[config.mk]
export PLATFORM = sky130hd
export DESIGN_NAME = seg_scan_driver
export DESIGN_NICKNAME = d
export VERILOG_FILES = /design/src/rtl/seg_scan_driver.sv
export SDC_FILE = /design/constraint.sdc
export NUM_CORES = 1
export LEC_CHECK = 0
export ABC_AREA = 1
export BUFFER_PORTS_ARGS = -buffer_cell sky130_fd_sc_hd__buf_4
export CAP_MARGIN = 20
export CORE_UTILIZATION = 52
export DETAILED_ROUTE_END_ITERATION = 8
export PLACE_DENSITY = 0.76
export SLEW_MARGIN = 20
export SYNTH_ARGS = -nofsm -noshare
export SYNTH_HDL_FRONTEND = slang
export SYNTH_SLANG_ARGS = --single-unit
[constraint.sdc]
create_clock -name clk -period 1.9 [get_ports clk]
set_input_delay 0.19 -clock clk [delete_from_list [all_inputs] [get_ports clk]]
set_output_delay 0.19 -clock clk [all_outputs]
set_load 0.01 [all_outputs]
[src/rtl/seg_scan_driver.sv]
// Multiplexed hex seven-segment scan driver with frame-synchronous shadow update.
// Captured data waits in a pending register until the frame boundary, so a frame is never torn.
module seg_scan_driver #(
  parameter int NDIG = 4,
  parameter int DIV  = 4
) (
  input  logic                clk,
  input  logic                reset,
  input  logic                en,
  input  logic                load,
  input  logic [4*NDIG-1:0]   din,
  input  logic [NDIG-1:0]     dp_in,
  input  logic [NDIG-1:0]     dig_en,
  input  logic                lzb,
  output logic [7:0]          seg,
  output logic [NDIG-1:0]     an,
  output logic                pend,
  output logic                frame_done
);

  localparam int IW = $clog2(NDIG);
  localparam int CW = (DIV > 1) ? $clog2(DIV) : 1;

  logic [CW-1:0]      r_cnt;
  logic [IW-1:0]      r_index;
  logic [4*NDIG-1:0]  r_pend_val;
  logic [NDIG-1:0]    r_pend_dp;
  logic [NDIG-1:0]    r_pend_en;
  logic               r_pend_v;
  logic [4*NDIG-1:0]  r_sh_val;
  logic [NDIG-1:0]    r_sh_dp;
  logic [NDIG-1:0]    r_sh_en;
  logic               r_wrapped;
  logic [7:0]         r_seg;
  logic [NDIG-1:0]    r_an;
  logic               r_fd;

  logic               w_cnt_last;
  logic               w_idx_last;
  logic               w_boundary;
  logic               w_frame_start;
  logic [3:0]         w_nib;
  logic               w_dp;
  logic               w_den;
  logic               w_hi_zero;
  logic               w_acc;
  logic [NDIG-1:0]    w_zf;
  logic               w_blank_z;
  logic [7:0]         w_seg_next;
  logic [NDIG-1:0]    w_onehot;

  function automatic logic [6:0] hex7(input logic [3:0] n);
    logic [6:0] s;
    case (n)
      4'h0: s = 7'h3F;
      4'h1: s = 7'h06;
      4'h2: s = 7'h5B;
      4'h3: s = 7'h4F;
      4'h4: s = 7'h66;
      4'h5: s = 7'h6D;
      4'h6: s = 7'h7D;
      4'h7: s = 7'h07;
      4'h8: s = 7'h7F;
      4'h9: s = 7'h6F;
      4'hA: s = 7'h77;
      4'hB: s = 7'h7C;
      4'hC: s = 7'h39;
      4'hD: s = 7'h5E;
      4'hE: s = 7'h79;
      default: s = 7'h71;
    endcase
    return s;
  endfunction

  assign w_cnt_last    = (r_cnt == CW'(DIV - 1));
  assign w_idx_last    = (r_index == IW'(NDIG - 1));
  assign w_boundary    = en & w_cnt_last & w_idx_last;
  assign w_frame_start = (r_index == '0) && (r_cnt == '0);

  always_comb begin
    w_nib     = '0;
    w_dp      = 1'b0;
    w_den     = 1'b0;
    w_hi_zero = 1'b0;
    w_acc     = 1'b1;
    w_zf      = '0;
    // w_zf[k]: nibble k and every nibble above it are zero
    for (int unsigned j = 0; j < NDIG; j++) begin
      w_acc = w_acc & (r_sh_val[4*(NDIG-1-j) +: 4] == 4'h0);
      w_zf[NDIG-1-j] = w_acc;
    end
    for (int unsigned k = 0; k < NDIG; k++) begin
      if (r_index == IW'(k)) begin
        w_nib     = r_sh_val[4*k +: 4];
        w_dp      = r_sh_dp[k];
        w_den     = r_sh_en[k];
        w_hi_zero = w_zf[k];
      end
    end
    w_blank_z  = lzb && (r_index != '0) && w_hi_zero;
    w_seg_next = w_den ? {w_dp, (w_blank_z ? 7'h00 : hex7(w_nib))} : 8'h00;
    w_onehot   = {{(NDIG-1){1'b0}}, 1'b1} << r_index;
  end

  always_ff @(posedge clk or negedge reset) begin
    if (!reset) begin
      r_cnt     <= '0;
      r_index   <= '0;
      r_wrapped <= 1'b0;
      r_seg     <= '0;
      r_an      <= '0;
      r_fd      <= 1'b0;
    end else if (en) begin
      r_seg <= w_seg_next;
      r_an  <= w_onehot;
      r_fd  <= w_frame_start & r_wrapped;
      if (w_cnt_last) begin
        r_cnt   <= '0;
        r_index <= w_idx_last ? '0 : r_index + 1'b1;
      end else begin
        r_cnt <= r_cnt + 1'b1;
      end
      if (w_boundary) r_wrapped <= 1'b1;
    end else begin
      r_seg <= '0;
      r_an  <= '0;
      r_fd  <= 1'b0;
    end
  end

  // Shadow value resets to zero with all digits enabled so a fresh display reads "0000".
  always_ff @(posedge clk or negedge reset) begin
    if (!reset) begin
      r_pend_val <= '0;
      r_pend_dp  <= '0;
      r_pend_en  <= '0;
      r_pend_v   <= 1'b0;
      r_sh_val   <= '0;
      r_sh_dp    <= '0;
      r_sh_en    <= '1;
    end else if (w_boundary) begin
      if (load) begin
        r_sh_val <= din;
        r_sh_dp  <= dp_in;
        r_sh_en  <= dig_en;
      end else if (r_pend_v) begin
        r_sh_val <= r_pend_val;
        r_sh_dp  <= r_pend_dp;
        r_sh_en  <= r_pend_en;
      end
      r_pend_v <= 1'b0;
    end else if (load) begin
      r_pend_val <= din;
      r_pend_dp  <= dp_in;
      r_pend_en  <= dig_en;
      r_pend_v   <= 1'b1;
    end
  end

  assign seg        = r_seg;
  assign an         = r_an;
  assign frame_done = r_fd;
  assign pend       = r_pend_v;

endmodule
# After elaboration in Yosys (flattened, before gate mapping)
# Memory sizes are Yosys's and may differ from the RTL's.
# Index checks and enable logic that the tools add are counted.
dict set report classes {
  addsub 2
  mul 0
  n_div 0
  order_cmp 0
  n_eq_ne 4
  shift 1
  muxes 31
  bitwise 7
  n_reduce_logical 16
}
# op n
set ops {}
lappend ops {{$mux W4} 9}
lappend ops {{$mux W16} 2}
lappend ops {{$logic_not A4 Y1} 4}
lappend ops {{$mux W8} 2}
lappend ops {{$mux W1} 15}
lappend ops {{$reduce_and A2 Y1} 4}
lappend ops {{$mux W7} 1}
lappend ops {{$and A1 B1 Y1} 6}
lappend ops {{$eq A2 B2 Y1 const B} 3}
lappend ops {{$reduce_bool A2 Y1} 3}
lappend ops {{$add A2 B1 Y2 const B} 2}
lappend ops {{$logic_not A2 Y1} 2}
lappend ops {{$mux W2} 2}
lappend ops {{$shl A1 B2 Y4 const A} 1}
lappend ops {{$logic_and A1 B1 Y1} 3}
lappend ops {{$eq A2 B1 Y1 const B} 1}
lappend ops {{$not A1 Y1} 1}
dict set report totals {
  register_bits 67
  latchBits 0
  ramBits 0
  romBits 112
  in_bits 29
  word_cells 75
  mem_count 1
}
# memory depth word_bits rd rd_ports_with_merged_regs write_ports line
set mem_list {}
lappend mem_list {{(name not given)} 16 7 1 0 0 54} ;# case (n)

# Longest topological paths before layout
# Gate-level depths: netlist of the first run.
dict set report logic_depth {
  word_depth 12
  depth_mapped 14
  depth_no_buf 14
}

# Worst setup path after synthesis of the first run
# No wires, ideal clock.
dict set report synth_timing {
  path_kind {reg2reg}
  startpoint {reg r_index[0]}
  endpoint {reg r_seg[3] (netlist: seg[3])}
  setup_ns 0.119
  arrival_time_ns 1.795
  required_time_ns 1.781
  slack_ns -0.014
  stages_incl_launch_ff 14
  period_less_slack_ns 1.914
  path_cell_list {dfrtp_1 -> inv_1 -> ha_1 -> buf_6 -> inv_1 -> nand3_1 -> nand2_1 -> nand2_1 -> inv_1 -> ha_1 -> nand2_2 -> nand2_2 -> a21oi_1 -> nor2_1}
}
dict set report synth_between {
  elab_chain_cells 9
  elab_cells_between_ends 23
  cone_classes {eq/ne: 3; mux: 15; reduce/logical: 4; memory: 1}
}
# element line
set synth_lines {}
lappend synth_lines {{from (decl)} 25} ;# logic [IW-1:0] r_index;
lappend synth_lines {{from (signal assigned)} 119} ;# r_index <= w_idx_last ? '0 : r_index + 1'b1;
lappend synth_lines {{$logic_not A2 Y1} 93} ;# if (r_index == IW'(k)) begin
lappend synth_lines {{$mux W4 / $mux W1 (equally long branches) (4 in series)} 93}
lappend synth_lines {{$mem_v2 Z16 W7 / $logic_and A1 B1 Y1 (equally long branches)} --}
lappend synth_lines {{$mux W7} 101} ;# w_seg_next = w_den ? {w_dp, (w_blank_z ? 7'h00 : hex7(w_nib))} : 8'h00;
lappend synth_lines {{$mux W8 *} 101}
lappend synth_lines {{$mux W8 *} 113} ;# end else if (en) begin
lappend synth_lines {{to (signal assigned)} 114} ;# r_seg <= w_seg_next;
lappend synth_lines {{to (decl)} 34} ;# logic [7:0] r_seg;
# Every way passes the cells marked *; elsewhere a longest branch is shown, timed or not.
# A chain may end at the register's enable or synchronous reset.

# Worst setup path in the final report of the first run
dict set report layout_timing {
  startpoint {reg r_index[1]}
  endpoint {reg r_seg[4] (netlist: seg[4])}
}
# Same word-level chain as after synthesis.

==> results.py, run 1 <==
metrics = {
    "worst_setup_path": {
        "endpoint_kind": "flip-flop",
        "crit_path_start_kind": "flip-flop",
        "rr_endpoint": "seg[4]$_DFF_PN0_",
        "crit_path_end": "seg[4]$_DFF_PN0_",
        "crit_arrival_ns": 2.12,
        "crit_path_max_fanout": 6,
        "rrSetupSlack_ns": 0.06,
        "r2r-start": "r_index[1]$_DFFE_PN0P_",
        "critPathLaunch": "r_index[1]$_DFFE_PN0P_",
        "critPathKind": "flip-flop to flip-flop",
        "critPathRequiredTime_ns": 2.18,
        "reg2regPathDepth": 10,
    },
    "layout": {
        "fin_nets": 472,
        "area_growth_pct": 21.02,
        "layout_commonest_cell": "nand2_1",
        "stdcell_count": 513,
        "post-route-util": 0.6587,
        "antenna_cells": 0,
        "layout_common_cells": "71 x nand2_1, 62 x dfrtp_1, 58 x buf_4",
        "drive_above_1_share": 0.3050,
    },
    "floorplanning": {
        "rows": 29,
        "coreArea_um2": 6386,
        "start_util": 0.5443,
        "io_pins": 43,
        "fp.dieH_um": 83.76,
        "die_w_um": 83.76,
        "die_area_um2": 7015,
    },
    "synth": {
        "synth_seq_cells": 67,
        "synth_fp_nets": 417,
        "yosys_warnings": 0,
        "yosys.cell_types.count": 32,
        "syn_avg_cell_area_um2": 9.244,
        "yosysSeqAreaShare": 0.4838,
        "syn_inst": 376,
        "netlist_area_um2": 3476,
    },
    "detailed_routing": {
        "vias": 2624,
        "wl_um": 7047,
        "wl_per_cell_um": 13.74,
        "drt-initial-drc-count": 113,
        "drc_errors": 0,
        "via_per_inst": 5.115,
        "ant_nets": 0,
        "first_pass_iters": 4,
    },
    "grt": {
        "grt_pass1_vias": 2519,
        "gr-total-overflow": 0,
        "grt_first_pass_wirelength_um": 11500,
        "track_usage": 0.2092,
        "antenna_found_initial": 0,
        "grt_max_degree": 49,
    },
    "sta": {
        "rsz0062_at_grt": "yes",
        "fin_ws_ns": 0.05825,
        "period_minus_slack_ns": 1.842,
        "report.final.slew_viol_count": 0,
        "hold_viol": 0,
        "fmax_mhz": 543.0,
        "setup_tns_ns": 0,
        "max_slew_margin": 0.6959,
        "worst_pin_slew_ns": 0.4561,
        "finalCritPeriodShare": 0.9693,
        "setup_viol": 0,
        "fin_worst_skew_ns": 0.01270,
        "whs_ns": 0.08745,
    },
    "cts": {
        "cts_buffer_depth": 2,
        "cts_buffers": 9,
        "cts.sinks": 67,
        "worst_skew_pair.late_latency_ns": 0.34,
        "path_clk_slew_ns": 0.08,
        "cts_tree": "done",
        "htree_levels": 3,
        "cts_root_buf": "clkbuf_8",
    },
    "power": {
        "p_int_w": 0.003847,
        "p_clk_frac": 0.161,
        "combPwrFrac": 0.513,
        "p_per_area_nw_per_um2": 1579,
        "netSwitchingPower_w": 0.002795,
        "seqPwrFrac": 0.326,
        "vdd_drop_max_uv": 952.1,
        "p_sw_frac": 0.4208,
        "p_leak_nw": 2.119,
    },
    "placed_design": {
        "pre_cts_ws_ns": -0.03892,
        "place_hpwl_um": 4899,
        "routabilityCongestion": 0.8793,
        "io_buffer_count": 42,
        "dp_cells": 491,
    },
    "job": {
        "max-cap-violations": 0,
    },
    "hold_path": {
        "hold_class": "primary input to flip-flop",
    },
    "run_status": {
        "status": "complete, no violations",
    },
}
how the worst min path moves through the flow:
stage               from                  endpoint  slack [ns]  depth (start not counted)
2_1_floorplan      reset           an[0]$_DFF_PN0_       -0.11                          0
3_3_place_gp       reset  r_pend_en[1]$_DFFE_PN0P_        0.13                          1
3_5_place_dp       reset  r_pend_dp[1]$_DFFE_PN0P_        0.13                          1
4_1_cts        dig_en[0]  r_pend_en[0]$_DFFE_PN0P_        0.08                          2
5_1_grt         dp_in[3]  r_pend_dp[3]$_DFFE_PN0P_        0.07                          2
6_report       dig_en[0]  r_pend_en[0]$_DFFE_PN0P_        0.09                          2
per-layer routing:
metal	track usage	share of wire	vias up
met5	0	0	-
li1	-	-	1323
met4	0.08783	0.019	0
met3	0.05242	0.051	11
met1	0.2752	0.46	1207
met2	0.3304	0.47	83
critical path: stages (launching register included):
cell and delay [ns]:
dfrtp_1 0.41, buf_4 0.15, ha_4 0.19, buf_4 0.16, a21oi_1 0.23, nand2_4 0.11, a21boi_4 0.21, nand2_1 0.09
nand2_1 0.08, nor2_1 0.05, nor2_1 0.10
synth_stat cells:
master / number / share of area
o211ai_1: 10 / 0.022
ha_1: 12 / 0.043
buf_8: 1 / 0.0043
mux2i_1: 9 / 0.026
a21boi_0: 1 / 0.0022
inv_1: 44 / 0.048
nor3_1: 2 / 0.0029
a21oi_1: 24 / 0.035
nand3_2: 2 / 0.0058
nor2_2: 2 / 0.0036
a21oi_2: 1 / 0.0025
nand4_1: 1 / 0.0018
buf_2: 3 / 0.0043
inv_2: 2 / 0.0022
a21boi_4: 1 / 0.0054
nand3b_1: 1 / 0.0022
buf_4: 2 / 0.0043
nand2_1: 73 / 0.079
nand2_2: 3 / 0.0054
dfrtp_1: 63 / 0.45
nor2_1: 29 / 0.031
dfstp_2: 4 / 0.030
a21oi_4: 3 / 0.014
clkbuf_1: 4 / 0.0043
mux2_4: 9 / 0.039
nand3_1: 15 / 0.022
o21ai_1: 7 / 0.010
o21ai_4: 1 / 0.0047
buf_6: 7 / 0.023
o21ai_0: 33 / 0.048
nor2_4: 1 / 0.0032
nand2_4: 6 / 0.019
power by group through the flow:
stage                     logic [W]  registers (W)  clock network, W
after floorplan             0.00207        0.00213                 0
after global placement      0.00274        0.00216                 0
after detailed placement    0.00286        0.00217                 0
after CTS                   0.00288        0.00214           0.00109
after global routing        0.00377        0.00221           0.00115
final                       0.00341        0.00217           0.00107
kinds of logic after synthesis:
family          synth area share
simple gates              0.1760
compound gates            0.1426
flops                     0.4838
buf+inv                  0.08963
mux                      0.06480
fa+ha+maj                0.04320
final cells by class:
class	count	area, um^2
sequential	67	1683
clock inverter	5	37.54
inverter	46	177.7
multi-input combinational	246	1594
timing repair buffer	61	476.7
clock buffer	11	141.4
tap	77	96.34
fill	508	2180
flip-flops by register name, summed over array words and instances (netlist names), 2 cells and up:
register / flops
an: 4
r_cnt: 2
r_index: 2
r_sh_en: 4
r_sh_dp: 4
seg: 8
r_pend_val: 16
r_pend_dp: 4
r_pend_en: 4
r_sh_val: 16
metrics by stage:
stage               total power (W)  area [um^2]
global placement           0.004897         3865
CTS                        0.006109         4059
finish                     0.006642         4207
detailed placement         0.005026         3865
floorplan                  0.004205         3482
global route               0.007134         4207
what timing repair did:
action	CTS	global route
buffers inserted	0	5
setup endpoints to repair	4	7
hold buffers	1	0
pin swaps	1	7
endpoints found under the hold margin	25	0
gates resized for setup	2	28
No activity file was read; power rests on OpenSTA's default activity.
==> inputs of run 2 (changes only) <==
CORE_UTILIZATION = 59   (was 52)
PLACE_DENSITY = 0.81   (was 0.76)
SLEW_MARGIN = 0   (was 20)
clock period = 2.2 ns   (was 1.9 ns; I/O delays follow)
==> results.py, run 2 (synthesis results as in run 1) <==
metrics = {
    "sta": {
        "fmax_mhz": 494.3,
        "finalCritPeriodShare": 0.9196,
        "period_minus_slack_ns": 2.023,
        "setup_tns_ns": 0,
        "whs_ns": 0.1118,
        "max_slew_margin": 0.4597,
        "hold_viol": 0,
        "report.final.slew_viol_count": 0,
        "setup_viol": 0,
        "worst_pin_slew_ns": 0.8105,
        "rsz0062_at_grt": "no",
        "fin_worst_skew_ns": 0.01082,
    },
    "floorplanning": {
        "rows": 27,
        "fp.dieH_um": 78.76,
        "io_pins": 43,
        "die_area_um2": 6202,
        "start_util": 0.6198,
        "die_w_um": 78.76,
        "coreArea_um2": 5608,
    },
    "placed_design": {
        "place_area_um2": 3787,
        "routabilityCongestion": 0.9138,
        "io_buffer_count": 42,
        "place_hpwl_um": 4510,
    },
    "layout": {
        "drive_above_1_share": 0.2264,
        "postLayoutCellArea_um2": 3984,
        "area_growth_pct": 14.61,
        "antenna_cells": 0,
        "fin_nets": 460,
        "fillCellCount": 459,
        "layout_commonest_cell": "nand2_1",
        "layout_common_cells": "73 x nand2_1, 63 x dfrtp_1, 48 x buf_4",
    },
    "cts": {
        "worst_skew_pair.late_latency_ns": 0.34,
        "cts_buffers": 9,
        "cts_tree": "done",
        "cts.sinks": 67,
        "cts_root_buf": "clkbuf_8",
        "cts_buffer_depth": 2,
        "cts_setup_buffers": 0,
        "htree_levels": 3,
        "path_clk_slew_ns": 0.07,
    },
    "power": {
        "vdd_drop_max_uv": 576.5,
        "p_int_w": 0.003078,
        "combPwrFrac": 0.456,
        "netSwitchingPower_w": 0.002092,
        "p_per_area_nw_per_um2": 1298,
        "p_sw_frac": 0.4047,
        "p_clk_frac": 0.186,
        "seqPwrFrac": 0.358,
        "p_leak_nw": 2.052,
    },
    "worst_setup_path": {
        "rr_endpoint": "seg[3]$_DFF_PN0_",
        "critPathLaunch": "r_index[1]$_DFFE_PN0P_",
        "crit_path_start_kind": "flip-flop",
        "r2r-start": "r_index[1]$_DFFE_PN0P_",
        "reg2regPathDepth": 13,
        "crit_path_end": "seg[3]$_DFF_PN0_",
        "crit_path_max_fanout": 9,
        "endpoint_kind": "flip-flop",
        "critPathRequiredTime_ns": 2.47,
        "rrSetupSlack_ns": 0.18,
        "critPathKind": "flip-flop to flip-flop",
        "crit_arrival_ns": 2.29,
    },
    "grt": {
        "met2_usage": 0.3443,
        "antenna_found_initial": 0,
        "gr-total-overflow": 0,
        "busiest_layer": "met2",
        "track_usage": 0.2304,
        "grt_use_met1": 0.3221,
        "grt_pass1_vias": 2369,
        "grt_use_met3": 0.05057,
        "grt_first_pass_wirelength_um": 10880,
        "grt_max_degree": 68,
    },
    "run_status": {
        "status": "complete, no violations",
    },
    "detailed_routing": {
        "first_pass_iters": 5,
        "vias": 2604,
        "drc_errors": 0,
        "wl_um": 6322,
        "wl_per_cell_um": 12.75,
        "ant_nets": 0,
        "via_per_inst": 5.250,
        "drt-initial-drc-count": 164,
    },
    "hold_path": {
        "min_path_cells": 2,
        "hold_class": "primary input to flip-flop",
    },
    "job": {
        "max-cap-violations": 0,
    },
}
==> run 2: layer usage <==
metal / vias to the layer above / share of wire
li1: 1296 / -
met3: 16 / 0.044
met2: 77 / 0.45
met4: 0 / 0.028
met5: - / 0
met1: 1215 / 0.48
==> run 2: worst min-delay path by stage <==
stage | start | to | slack, ns
floorplan | reset | an[0]$_DFF_PN0_ | -0.08
global placement | reset | r_pend_en[0]$_DFFE_PN0P_ | 0.37
detailed placement | reset | frame_done$_DFF_PN0_ | 0.37
CTS | dig_en[2] | r_pend_en[2]$_DFFE_PN0P_ | 0.10
global route | dig_en[2] | r_pend_en[2]$_DFFE_PN0P_ | 0.10
finish | dig_en[2] | r_pend_en[2]$_DFFE_PN0P_ | 0.11
==> run 2: layout make-up <==
| cell class | count | area [um^2] | area share |
|---|---|---|---|
| Clock buffer | 14 | 142.6 | 0.03580 |
| Clock inverter | 2 | 37.54 | 0.009422 |
| Inverter | 46 | 172.7 | 0.04334 |
| Multi-Input combinational cell | 246 | 1489 | 0.3737 |
| Sequential cell | 67 | 1682 | 0.4221 |
| Tap cell | 72 | 90.09 | 0.02261 |
| Timing Repair Buffer | 49 | 370.4 | 0.09296 |
==> run 2: power groups by stage <==
stage               clock network (W)  registers [W]  logic (W)
finish                       0.000964        0.00185    0.00236
CTS                          0.000978        0.00185    0.00234
global route                  0.00103        0.00189    0.00268
detailed placement                  0        0.00187    0.00232
global placement                    0        0.00186    0.00224
floorplan                           0        0.00184    0.00177
==> run 2: stage by stage <==
stage	std cells	setup WS [ns]	utilization	total power (W)
2_1_floorplan	376	0.2863	-	0.003614
3_3_place_gp	479	0.1943	0.6754	0.004099
3_5_place_dp	479	0.1066	0.6754	0.004192
4_1_cts	496	0.08396	0.7093	0.005167
5_1_grt	496	0.01669	0.7104	0.005606
6_report	496	0.1769	0.7104	0.005171
==> run 2: timing repair <==
item,CTS,global route
hold buffers,1,0
endpoints found under the setup margin,0,4
resized for setup,0,2
endpoints found under the hold margin,5,0
==> run 2: critical path, stage by stage (launching register included) <==
cell	delay (ns)
dfrtp_1	0.40
inv_1	0.10
ha_1	0.29
inv_2	0.12
nand3_1	0.10
nand3_1	0.07
nand2_1	0.06
nand2_1	0.06
buf_4	0.15
ha_1	0.21
nand3b_1	0.16
nand3_1	0.09
nand2_1	0.05
nor2_1	0.08
==> inputs of run 3 (changes only) <==
ABC_AREA = default   (was 1)
==> results.py, run 3 <==
metrics = {
    "synth": {
        "ys_top_cells_by_count": "63 x dfrtp_1, 37 x nand2_1, 28 x o21ai_0",
        "async_reset_ff_frac": 1.000,
        "yosysSeqAreaShare": 0.5281,
        "synth.most_common_cell": "dfrtp_1",
        "synth_seq_cells": 67,
        "yosys.cell_types.count": 46,
        "synth_edf_count": 0,
        "syn_avg_cell_area_um2": 11.45,
        "synth-main-ff-cell": "dfrtp_1",
        "synth.largest_area_cell": "dfrtp_1",
        "yosys_warnings": 0,
        "netlist_area_um2": 3184,
        "netlist.area_leader.share": 0.4951,
        "synth_fp_nets": 319,
        "synth_area_leaders": "dfrtp_1 50%, mux2_2 8.8%, mux2i_1 7.5%",
        "syn_inst": 278,
    },
    "cts": {
        "cts_tree": "done",
        "worst_skew_pair.late_latency_ns": 0.35,
        "cts_root_buf": "clkbuf_8",
        "cts.sinks": 67,
        "cts_buffers": 9,
        "cts_buffer_depth": 2,
        "htree_levels": 3,
        "path_clk_slew_ns": 0.08,
    },
    "detailed_routing": {
        "first_pass_iters": 4,
        "via_per_inst": 5.627,
        "ant_nets": 0,
        "drt-initial-drc-count": 81,
        "vias": 2324,
        "wl_um": 6517,
        "wl_per_cell_um": 15.78,
        "drc_errors": 0,
    },
    "layout": {
        "layout_common_cells": "62 x dfrtp_1, 57 x buf_4, 36 x nand2_1",
        "layout_commonest_cell": "dfrtp_1",
        "area_growth_pct": 28.45,
        "drive_above_1_share": 0.4023,
        "fin_nets": 379,
        "antenna_cells": 0,
    },
    "floorplanning": {
        "coreArea_um2": 5140,
        "rows": 26,
        "io_pins": 43,
        "die_area_um2": 5695,
        "fp.dieH_um": 75.47,
        "start_util": 0.6195,
        "die_w_um": 75.47,
    },
    "grt": {
        "track_usage": 0.2634,
        "gr-total-overflow": 0,
        "grt_first_pass_wirelength_um": 10820,
        "antenna_found_initial": 0,
        "grt_pass1_vias": 2304,
        "grt_max_degree": 68,
    },
    "sta": {
        "fmax_mhz": 440.0,
        "setup_tns_ns": -0.2545,
        "period_minus_slack_ns": 2.272,
        "worst_pin_slew_ns": 0.7986,
        "setup_viol": 5,
        "fin_worst_skew_ns": 0.009926,
        "fin_ws_ns": -0.07248,
        "whs_ns": 0.1070,
        "max_slew_margin": 0.4676,
        "hold_viol": 0,
        "report.final.slew_viol_count": 0,
        "finalCritPeriodShare": 1.033,
        "rsz0062_at_grt": "yes",
    },
    "run_status": {
        "status": "complete, but fails checks",
        "failed_checks": "negative setup slack",
    },
    "worst_setup_path": {
        "endpoint_kind": "flip-flop",
        "rrSetupSlack_ns": -0.07,
        "crit_arrival_ns": 2.53,
        "critPathKind": "flip-flop to flip-flop",
        "critPathRequiredTime_ns": 2.46,
        "crit_path_start_kind": "flip-flop",
        "r2r-start": "r_index[1]$_DFFE_PN0P_",
        "crit_path_max_fanout": 3,
        "critPathLaunch": "r_index[1]$_DFFE_PN0P_",
        "reg2regPathDepth": 9,
        "crit_path_end": "seg[0]$_DFF_PN0_",
        "rr_endpoint": "seg[0]$_DFF_PN0_",
    },
    "power": {
        "p_leak_nw": 1.893,
        "p_per_area_nw_per_um2": 1314,
        "vdd_drop_max_uv": 898.6,
    },
    "placed_design": {
        "place_hpwl_um": 4306,
        "routabilityCongestion": 0.9645,
        "io_buffer_count": 42,
        "pre_cts_ws_ns": -0.1100,
    },
    "job": {
        "max-cap-violations": 0,
    },
    "hold_path": {
        "hold_class": "primary input to flip-flop",
    },
}
==> run 3: changes by cell type after synthesis, sizes merged, moves of 12 or more <==
| cell | previous run | this run |
|---|---|---|
| nand2 | 82 | 38 |
| inv | 46 | 10 |
| a21oi | 28 | 3 |
| mux2i | 9 | 24 |
| mux2 | 9 | 25 |
| nand3 | 17 | 1 |
| nor2 | 32 | 7 |
| o21ai | 41 | 29 |
==> run 3: cells by family after synthesis <==
kind of cell             count (synthesis)  synth area share
AND/OR/NAND/NOR                         71            0.1104
flip-flops                              67            0.5281
AO/OA/AOI/OAI                           55            0.1159
multiplexers                            49            0.1639
buffers and inverters                   23           0.03183
adder cells (fa/ha/maj)                 12           0.04715
XOR/XNOR                                 1          0.002751
==> run 3: report_power, final <==
group	leakage [nW]	switching [W]	internal (W)	total, W
clock network	0.117	0.000492	0.000671	0.00116
logic	0.942	0.00130	0.00119	0.00250
registers	0.835	0.000180	0.00153	0.00171
==> run 3: layout make-up <==
class	instances	area (um^2)
tap	70	87.58
fill	339	1050
timing repair buffer	62	509.2
inverter	10	42.54
sequential	67	1683
clock inverter	6	87.58
clock buffer	10	137.6
multi-input combinational	188	1543
==> run 3: routing by layer <==
layer  routed length (um)  share of wire  GRT usage
met1                 2761           0.42     0.3330
met2                 3437           0.53     0.4474
met3                  229          0.035    0.05556
met4                   89          0.014     0.1008
met5                    0              0          0
==> run 3: what timing repair did <==
item	CTS	global route
hold buffers	1	0
setup endpoints to repair	7	7
cloned	0	0
endpoints found under the hold margin	35	0
gates resized for setup	10	20
setup buffers	3	1
pin swaps	3	16
==> run 3: worst min-delay path by stage <==
stage,slack (ns),endpoint,from,cells after the start
floorplan,-0.08,an[0]$_DFF_PN0_,reset,0
global placement,0.36,r_cnt[0]$_DFFE_PN0P_,reset,1
detailed placement,0.37,r_cnt[0]$_DFFE_PN0P_,reset,1
CTS,0.10,r_pend_en[3]$_DFFE_PN0P_,dig_en[3],2
global route,0.10,r_pend_val[3]$_DFFE_PN0P_,din[3],2
finish,0.11,r_pend_en[3]$_DFFE_PN0P_,dig_en[3],2
==> run 3: stage by stage <==
stage	total power, W	utilization	std cells	instance area [um^2]
3_5_place_dp	0.003671	0.7176	392	3689
6_report	0.005374	0.7958	413	4090
3_3_place_gp	0.003551	0.7176	392	3689
2_1_floorplan	0.002923	-	278	3197
4_1_cts	0.005016	0.7778	412	3998
5_1_grt	0.005697	0.7958	413	4090
==> run 3: critical path, stage by stage, from the launching register on <==
cell and delay, ns:
dfrtp_1 0.39, inv_2 0.10, ha_4 0.15, and2b_1 0.19, a221o_2 0.36, a22oi_2 0.24
inv_2 0.10, ha_4 0.17, or3_1 0.34, a31oi_1 0.15
